`config.mk`:
```
export PLATFORM = sky130hd
export DESIGN_NAME = tiger_shifter_pipe
export DESIGN_NICKNAME = d
export VERILOG_FILES = /design/src/rtl/tiger_shifter_pipe.sv
export SDC_FILE = /design/constraint.sdc
export NUM_CORES = 1
export LEC_CHECK = 0
export CELL_PAD_IN_SITES_DETAIL_PLACEMENT = 2
export CELL_PAD_IN_SITES_GLOBAL_PLACEMENT = 2
export CORE_MARGIN = 1
export CORE_UTILIZATION = 30
export DETAILED_ROUTE_END_ITERATION = 10
export PLACE_DENSITY_LB_ADDON = 0.1
export REMOVE_ABC_BUFFERS = 1
export SETUP_SLACK_MARGIN = 0.3
export SLEW_MARGIN = 25
export SYNTH_ARGS = -nofsm -noshare
export SYNTH_HDL_FRONTEND = slang
export SYNTH_SLANG_ARGS = --single-unit
```
`constraint.sdc`:
```
create_clock -name clk -period 1.7 [get_ports clk]
set_input_delay 0.34 -clock clk [delete_from_list [all_inputs] [get_ports clk]]
set_output_delay 0.34 -clock clk [all_outputs]
set_load 0.05 [all_outputs]
```
`src/rtl/tiger_shifter_pipe.sv`:
```
// Pipelined logarithmic barrel shifter with valid/ready at both ends and a pass-through tag.
// Define TIGER_SHIFTER_ROTATE_EN to build ROL/ROR; otherwise those op codes pass data through.
`timescale 1ns/1ps
module tiger_shifter_pipe #(
    parameter int WIDTH  = 32,
    parameter int STAGES = 2,
    parameter int TAG_W  = 5,
    localparam int L     = $clog2(WIDTH)
) (
    input  logic             clk,
    input  logic             reset_n,
    input  logic             in_valid,
    output logic             in_ready,
    input  logic [WIDTH-1:0] in_src,
    input  logic [L-1:0]     in_amt,
    input  logic [2:0]       in_op,
    input  logic [TAG_W-1:0] in_tag,
    output logic             out_valid,
    input  logic             out_ready,
    output logic [WIDTH-1:0] out_data,
    output logic [TAG_W-1:0] out_tag
);

    localparam logic [2:0] OP_SLL = 3'b000;
    localparam logic [2:0] OP_SRL = 3'b001;
    localparam logic [2:0] OP_SRA = 3'b010;
`ifdef TIGER_SHIFTER_ROTATE_EN
    localparam logic [2:0] OP_ROL = 3'b011;
    localparam logic [2:0] OP_ROR = 3'b100;
`endif

    // One layer of the shift tree; sh is a constant at every call site.
    function automatic logic [WIDTH-1:0] f_layer(
        input logic [WIDTH-1:0] d,
        input logic             take,
        input logic [2:0]       op,
        input logic             fill,
        input int               sh
    );
        logic [WIDTH-1:0] r;
        r = d;
        if (take) begin
            case (op)
                OP_SLL: r = d << sh;
                OP_SRL: r = d >> sh;
                OP_SRA: r = (d >> sh) | (fill ? ~({WIDTH{1'b1}} >> sh) : '0);
`ifdef TIGER_SHIFTER_ROTATE_EN
                OP_ROL: r = (d << sh) | (d >> (WIDTH - sh));
                OP_ROR: r = (d >> sh) | (d << (WIDTH - sh));
`endif
                default: r = d;
            endcase
        end
        return r;
    endfunction

    genvar gi, gj;

    for (gi = 0; gi < STAGES; gi++) begin : g_stage
        // Stage gi owns layers FL..FL+NL-1; amt bits below AW_IN are still pending.
        localparam int FL     = (gi * L + STAGES - 1) / STAGES;
        localparam int NL     = ((gi + 1) * L + STAGES - 1) / STAGES - FL;
        localparam int AW_IN  = L - FL;
        localparam int AW_OUT = AW_IN - NL;

        logic              w_vin;
        logic              w_fill;
        logic [AW_IN-1:0]  w_amt;
        logic [2:0]        w_op;
        logic [TAG_W-1:0]  w_tag;
        logic [WIDTH-1:0]  w_din;
        logic [WIDTH-1:0]  w_dout;
        logic              w_adv;

        logic              r_valid;
        logic [WIDTH-1:0]  r_data;
        logic [TAG_W-1:0]  r_tag;

        if (gi == 0) begin : g_in
            assign w_vin  = in_valid;
            assign w_din  = in_src;
            assign w_amt  = in_amt;
            assign w_op   = in_op;
            assign w_fill = in_src[WIDTH-1];
            assign w_tag  = in_tag;
        end else begin : g_prev
            assign w_vin  = g_stage[gi-1].r_valid;
            assign w_din  = g_stage[gi-1].r_data;
            assign w_amt  = g_stage[gi-1].g_ctrl.r_amt;
            assign w_op   = g_stage[gi-1].g_ctrl.r_op;
            assign w_fill = g_stage[gi-1].g_ctrl.r_fill;
            assign w_tag  = g_stage[gi-1].r_tag;
        end

        for (gj = 0; gj < NL; gj++) begin : g_layer
            logic [WIDTH-1:0] w_out;
            if (gj == 0) begin : g_first
                assign w_out = f_layer(w_din, w_amt[AW_IN-1-gj], w_op, w_fill, 1 << (AW_IN - 1 - gj));
            end else begin : g_next
                assign w_out = f_layer(g_layer[gj-1].w_out, w_amt[AW_IN-1-gj], w_op, w_fill,
                                       1 << (AW_IN - 1 - gj));
            end
        end
        assign w_dout = g_layer[NL-1].w_out;

        // A slot may load when it is empty or its occupant moves on this edge.
        if (gi == STAGES - 1) begin : g_adv_last
            assign w_adv = !r_valid || out_ready;
        end else begin : g_adv_mid
            assign w_adv = !r_valid || g_stage[gi+1].w_adv;
        end

        always_ff @(posedge clk or negedge reset_n) begin
            if (!reset_n) begin
                r_valid <= 1'b0;
                r_data  <= '0;
                r_tag   <= '0;
            end else if (w_adv) begin
                r_valid <= w_vin;
                if (w_vin) begin
                    r_data <= w_dout;
                    r_tag  <= w_tag;
                end
            end
        end

        if (gi < STAGES - 1) begin : g_ctrl
            logic [AW_OUT-1:0] r_amt;
            logic [2:0]        r_op;
            logic              r_fill;

            always_ff @(posedge clk or negedge reset_n) begin
                if (!reset_n) begin
                    r_amt  <= '0;
                    r_op   <= '0;
                    r_fill <= 1'b0;
                end else if (w_adv && w_vin) begin
                    r_amt  <= w_amt[AW_OUT-1:0];
                    r_op   <= w_op;
                    r_fill <= w_fill;
                end
            end
        end
    end

    assign in_ready  = g_stage[0].w_adv;
    assign out_valid = g_stage[STAGES-1].r_valid;
    assign out_data  = g_stage[STAGES-1].r_data;
    assign out_tag   = g_stage[STAGES-1].r_tag;

endmodule

```
==> results.md, run 1 <==
- Post-place setup slack: -1070 ps
- CTS root buf: clkbuf_16
- Post-synth EDFFs: 0
- Ys async rst share: 100%
- Maximum level of the CTS H-tree: 3
- Mapped Cells: 642
- CTS sink count: 82
- Initial core utilization: 30.8%
- Post-synth top flop: dfrtp_1
- Estimated wirelength of the detail-placed design: 20200 um
- Mapped Avg Cell Area: 8.64 sq um
- Register area share after synthesis: 37.0%
- Worst Endpoint after GRT Repair: out_data[14]$_DFFE_PN0P_/D
- Status: stopped before the end
- Syn. warnings: 0
- Deepest clock path buffer count: 2
- Die span in x: 138 um
- Post-synthesis cell area: 0.00555 sq mm
- Die height: ~140 um
- Row count: about 50
- Num CTS Buffers: 9
- I/O pin count: 88
- PortBufs: 87
- Register bit total from synthesis: 82
- Largest net degree at the start of global routing: 52
- Stopping stage: 5_1_grt
- Error: [ERROR DPL-0033] detailed placement checks failed during check placement.
- Routability Congestion: ~0.89
- Initial antenna violation count: 1
- Worst End Pin Type: sequential cell input
- Unique cell type count in the Yosys netlist: 59
Yosys cell counts, types with 13 or more instances:
cell      count  area share (%)
buf_2        17             1.5
clkbuf_1     38             2.6
nor2_1       32             2.2
dfrtp_1      82              37
o21ai_0      62             5.6
nor2b_1      13             1.5
o22a_1       43             6.8
a222oi_1     28             5.1
nand2_1      72             4.9
o22ai_1      43             4.9
a22oi_1      14             1.9
a21oi_1      41             3.7
stage by stage:
step	area, sq um	cells	util (%)	setup TNS [ps]
floorplan	5270	581	-	-61620
detailed placement	7970	1095	44.2	-38370
global placement	7960	1094	44.1	-44130
CTS	10100	1166	56.1	-9240
cells by family after synthesis:
| family | after synthesis | synth area share [%] |
|---|---|---|
| AO/OA/AOI/OAI | 311 | 39.6 |
| AND/OR/NAND/NOR | 169 | 14.9 |
| flip-flops | 82 | 37.0 |
| buffers and inverters | 64 | 5.26 |
| multiplexers | 13 | 2.57 |
| XOR/XNOR | 3 | 0.609 |
repair_timing:
action | CTS
setup endpoints to repair | 74
hold buffers | 1
buffers inserted | 46
hold endpoints to repair | 19
pin swaps | 147
resized for setup | 363
cloned | 9
==> run 2: changes to the inputs <==
- CELL_PAD_IN_SITES_DETAIL_PLACEMENT: 2 -> not set
- CELL_PAD_IN_SITES_GLOBAL_PLACEMENT: 2 -> not set
- CORE_UTILIZATION: 30 -> 21
- PLACE_DENSITY_LB_ADDON: 0.1 -> 0.15
- SETUP_SLACK_MARGIN: 0.3 -> not set
- clock period: 1.7 -> 2.2 ns (I/O delays scaled with it)
==> run 2 against run 1 <==
The flow now finishes without violations; synthesized area did not move; synthesized cell count did not move.
==> results.md, run 2 <==
- Status: finished clean
- Vias in the first global route: between 6000 and 7000
- CP Capture Type: register
- I/O pin count: 88 (unchanged)
- PortBufs: 87 (unchanged)
- Fin crit period: 2110 ps
- Ys async rst share: 100% (unchanged)
- Die ar.: 0.0271 sq mm
- Register bit total from synthesis: 82 (unchanged)
- Slew @ Worst Pin: 549 ps
- Initial antenna violation count: 0
- Arrival time at the worst endpoint: 2380 ps
- Unique cell type count in the Yosys netlist: 59 (unchanged)
- Hold Buf Count CTS: 0 (-1)
- Mapped Cells: 642 (unchanged)
- Largest delay share family, worst path: simple AND/OR/NAND/NOR gates
- Row count: 59 (+20%)
- Req. time, crit path: 2470 ps
- Crit path buf inv count: 3
- Setup Crit Path Kind: primary input to register
- Antenna-violating nets left: 0
- Total Power: 0.00699 W
- Avg WL per Cell: 18.4 um
- Post-synthesis cell area: 0.00555 sq mm (unchanged)
- Clk pin slew, worst setup/hold paths: 60 ps
- Startpoint Class: primary input
- Deepest clock path buffer count: 2 (unchanged)
- Worst-path cell chain: dlygate4sd2_1, buf_12, or3b_4, a21oi_2, a21oi_1, o211a_1, buf_4, or3_1, a21oi_2
- Setup ws final: between 80 and 90 ps
- Die span in x: 165 um (+19%)
- Commonest non-fill, non-tap cell in the layout: buf_4
- Vias: 6048
- Total track usage: 16.6%
- Share of layout cells above drive strength 1: 25.4%
- Vias/cell: 5.13
- Max Slew Vio Count: 0
- Synth cell count leaders: dfrtp_1 (82), nand2_1 (72), o21ai_0 (62)
- Num CTS Buffers: 9 (unchanged)
- Nets: 889
- Worst IR drop on VDD: 0.295 mV
- Min-Delay Path Class: primary input to async pin
- Cell repeated most along the worst path: a21oi_2
- Syn. warnings: 0 (unchanged)
- Synth top area share: 37.0% (unchanged)
- Yosys top cell by area: dfrtp_1
- Drt pass-1 iters: 8
- Estimated wirelength of the detail-placed design: 17300 um (-15%)
- Post-synth EDFFs: 0 (unchanged)
- Routability Congestion: 0.882 (-0.49%)
- Most frequent cell after synthesis: dfrtp_1
- Relative slew slack: 63.4%
- Commonest cells after routing, fill and taps aside: buf_4 (151), dfrtp_1 (82), clkdlybuf4s50_1 (80), nand2_1 (72), o21ai_0 (61)
- DRC errors left: 0
- Maximum level of the CTS H-tree: 3 (unchanged)
- DRT iter0 DRCs: just under 500
- Initial core utilization: 21.3% (-9.4 points)
- CTS sink count: 82 (unchanged)
- Die height: 165 um (+19%)
- Core Area: around 0.026 sq mm
- Period Utilization, post-route: 96.0%
- CTS tree: built
- Clk_lat worst skew: 340 ps
- Total Wirelength: 21700 um
- Leakage: 3.35 nW
- GRT overflow: 0
- Register area share after synthesis: 37.0% (unchanged)
- Worst path max stage delay: roughly 420 ps
- Mapped Avg Cell Area: 8.64 sq um (unchanged)
- Post-synth top flop: dfrtp_1
- Critical Path Fanout Max: 7
- Largest net degree at the start of global routing: 56
- P per Cell Area: 843 mW/mm^2
- RSZ-0062 raised after global routing: no
- Antenna fix cells: 0
- Top post-synthesis cells by area: dfrtp_1 (37%), o22a_1 (6.8%), o21ai_0 (5.6%)
- FMAX: around 470 MHz
- Fin Setup TNS: 0 ps
- CP max-delay cell: or3b_4
- CTS root buf: clkbuf_16
- Post-place setup slack: -531 ps (+538 ps)
- Final core occ: a little under a third
- Synthesis-to-finish area growth: 49.6%
- Max-cap violations: 0
- # setup viols final: 0
- Fin. Hold Viols: 0
- Clock Skews: 7.87 ps
- First-pass GRT wire length: 34800 um
- Hold Worst Slack: 13.1 ps
run 2: cell counts after synthesis:
No cell type changed its count.
run 2: power breakdown:
part           internal [W]  switching, W  leakage (nW)
Sequential          0.00186      0.000289         0.947
Clock               0.00106      0.000630         0.163
Combinational       0.00132       0.00183          2.24
run 2: area by class of cell:
class | instances | area, sq um
Multi-Input combinational cell | 496 | 3270
Clock buffer | 12 | 256
Sequential cell | 82 | 2050
Fill cell | 2755 | 17700
Inverter | 3 | 11.3
Timing Repair Buffer | 248 | 2210
Tap cell | 335 | 419
Clock inverter | 4 | 73.8
run 2: cells by family after synthesis:
family / count (synthesis) / share of synthesized area [%]
buf+inv: 64 / 5.26
mux: 13 / 2.57
flops: 82 / 37.0
xor+xnor: 3 / 0.609
simple gates: 169 / 14.9
compound gates: 311 / 39.6
run 2: path summary, 6_finish.rpt:
path,startpoint,end,cells after the start,slack [ps]
max,in_op[0],g_stage[0].r_data[25],9,90
min,reset_n,out_data[7],1,10
max reg2reg,g_stage[0].g_ctrl.r_op[1],out_data[1],8,120
min reg2reg,g_stage[0].r_tag[1],g_stage[0].r_tag[1],2,470
max in group asynchronous,reset_n,g_stage[0].r_data[11],2,1560
min in group clk,g_stage[0].r_tag[1],g_stage[0].r_tag[1],2,470
run 2: metal layers:
layer / GRT usage, % / share of wire, % / vias to the layer above
li1: - / - / 2917
met1: 22.9 / 48 / 2934
met2: 26.4 / 46 / 171
met3: 2.64 / 4.3 / 26
met4: 5.30 / 2.1 / 0
met5: 0 / 0 / -
run 2: through the flow:
stage	instances	area (sq um)
6_report	1180	8300
5_1_grt	1180	8300
4_1_cts	1177	8260
3_5_place_dp	1158	7850
3_3_place_gp	1157	7840
2_1_floorplan	581	5270
run 2: worst register-to-register path, stage by stage, from the launching register on:
cell and delay, ps:
dfrtp_1 400, buf_4 180, xnor2_1 220, nor3b_2 90, buf_12 160, a222oi_1 300, buf_4 180, o221ai_1 130
mux2_2 300
run 2: what timing repair did:
action,CTS,global route
setup endpoints to repair,25,19
buffers inserted,3,3
gates resized for setup,16,5
pin swaps,3,2
Note: power is estimated with default switching activity, not from simulation.
==> run 3: changes to the inputs <==
- CORE_UTILIZATION: 21 -> 55
==> run 3 against run 2 <==
Sequential cell count unchanged; sequential share of layout area up 2.0 points; fmax down 2.5%; total power down 7.0%; non-clock buffer count down 23; sequential power about the same; final area down 7.3%; combinational power about the same; wire length down 9.1%; critical path depth unchanged; global-route usage up 22 points.
==> results.md, run 3 (synthesis results as in run 2) <==
- Status: finished clean
- Period Utilization, post-route: 98.5% (+2.5 points)
- Fin crit period: 2170 ps (+53.9 ps)
- Relative slew slack: 57.6% (-5.8 points)
- Commonest cells after routing, fill and taps aside: buf_4 (131), dfrtp_1 (82), clkdlybuf4s50_1 (81), nand2_1 (72), o21ai_0 (60)
- Antenna-violating nets left: 0 (unchanged)
- Placed cell areas: 0.00742 sq mm (-5.5%)
- Min-Delay Path Class: primary input to async pin
- CTS root buf: clkbuf_8
- Largest net degree at the start of global routing: 69 (+23%)
- # setup viols final: 0 (unchanged)
- Routability Congestion: 1.01 (+15%)
- Share of layout cells above drive strength 1: 22.9% (-2.6 points)
- GRT overflow: 0 (unchanged)
- DRC errors left: 0 (unchanged)
- Total Power: 0.00650 W (-7.0%)
- I/O pin count: 88 (unchanged)
- Finished Layout Cells: 955 (-19%)
- PortBufs: 87 (unchanged)
- Initial antenna violation count: 0 (unchanged)
- Row count: 36 (-39%)
- Nets: 866 (-2.6%)
- Setup Crit Path Kind: primary input to register
- Vias in the first global route: 6046 (-0.89%)
- Die span in x: 102 um (-38%)
- Max-cap violations: 0 (unchanged)
- Num CTS Buffers: 9 (unchanged)
- Deepest clock path buffer count: 2 (unchanged)
- CP Capture Type: register
- Antenna fix cells: 0 (unchanged)
- DRT iter0 DRCs: 715 (+46%)
- Vias: 6536 (+8.1%)
- P per Cell Area: 846 mW/mm^2 (+0.35%)
- Hold Worst Slack: 482 ps (+469 ps)
- FMAX: 462 MHz (-2.5%)
- Leakage: 3.15 nW (-6.1%)
- Maximum level of the CTS H-tree: 3 (unchanged)
- Core Area: 0.00977 sq mm (-62%)
- Estimated wirelength of the detail-placed design: 14600 um (-16%)
- Arrival time at the worst endpoint: 2440 ps (+60 ps)
- Final instance area: 0.00769 sq mm (-7.3%)
- Placed cells: 936 (-19%)
- Critical Path Fanout Max: 5 (-2)
- Initial core utilization: 56.7% (+35 points)
- Clock Skews: 11.7 ps (+3.82 ps)
- Total track usage: 38.6% (+22 points)
- Avg WL per Cell: 20.7 um (+12%)
- Slew @ Worst Pin: 633 ps (+84.0 ps)
- Req. time, crit path: 2480 ps (about the same)
- Commonest non-fill, non-tap cell in the layout: buf_4
- CTS tree: built
- Max Slew Vio Count: 0 (unchanged)
- Total Wirelength: 19700 um (-9.1%)
- Clk_lat worst skew: 370 ps (+30 ps)
- CTS sink count: 82 (unchanged)
- Worst IR drop on VDD: 0.578 mV (+96%)
- Vias/cell: 6.84 (+34%)
- Startpoint Class: primary input
- Synthesis-to-finish area growth: 38.6%
- Die ar.: 0.0105 sq mm (-61%)
- Clk pin slew, worst setup/hold paths: 90 ps (+30 ps)
- First-pass GRT wire length: 31000 um (-11%)
- Die height: 102 um (-38%)
- Drt pass-1 iters: 10 (+2)
- Fin. Hold Viols: 0 (unchanged)
-- run 3: critical path: stages --
cell and delay (ps):
clkdlybuf4s50_1 480, buf_4 150, nand2_1 120, a21oi_1 170, a21oi_1 100, o211a_1 280, buf_4 150, or3_1 370
a21oi_1 180
-- run 3: cell type report --
type                       count  area [sq um]
timing repair buffer         225          2000
clock buffer                  10           128
fill                         675          2090
inverter                       3          11.3
tap                          133           166
multi-input combinational    496          3240
clock inverter                 6          90.1
sequential                    82          2050
-- run 3: per-stage QoR --
step	utilization, %	setup WS, ps	setup TNS [ps]
floorplan	-	-578	-21640
detailed placement	75.9	-539	-13050
CTS	78.2	77.8	0
finish	78.6	33.9	0
global route	78.6	-15.2	-15.2
global placement	75.8	-442	-11480
-- run 3: report_power, final --
part	leakage [nW]	internal, W	switching [W]	total, W
clock network	0.107	0.000644	0.000571	0.00121
logic	2.09	0.00127	0.00186	0.00313
registers	0.947	0.00186	0.000296	0.00215
total	3.15	0.00378	0.00272	0.00650
-- run 3: worst paths after layout --
path / start / to / slack (ps) / cells past startpoint
setup / recovery: in_src[31] / g_stage[0].r_data[25] / 30 / 9
min in group clk: g_stage[0].r_tag[4] / g_stage[0].r_tag[4] / 500 / 2
hold reg to reg: g_stage[0].r_tag[4] / g_stage[0].r_tag[4] / 500 / 2
max in group asynchronous: reset_n / out_tag[3] / 980 / 3
setup reg to reg: g_stage[0].g_ctrl.r_op[0] / out_data[15] / 100 / 7
hold / removal: reset_n / out_data[27] / 480 / 2
-- run 3: per-layer routing --
layer | wire length [um] | share of wire, % | vias to the layer above | global-route usage (%)
li1 | - | - | 2871 | -
met2 | 9020 | 46 | 457 | 60.4
met5 | 0 | 0 | - | 0
met1 | 8370 | 42 | 3132 | 53.1
met3 | 1690 | 8.6 | 76 | 7.05
met4 | 652 | 3.3 | 0 | 14.8
-- run 3: timing repair --
item,CTS,global route
pin swaps,0,2
setup buffers,0,2
gates resized for setup,5,10
setup endpoints to repair,22,20
hold endpoints to repair,16,0
hold buffers,1,0
==> run 4: changes to the inputs <==
- CAP_MARGIN: not set -> 20
- HOLD_SLACK_MARGIN: not set -> 0.02
==> results of run 4 <==
Same layout as run 3: the final DEF is identical, and so are final timing and power.
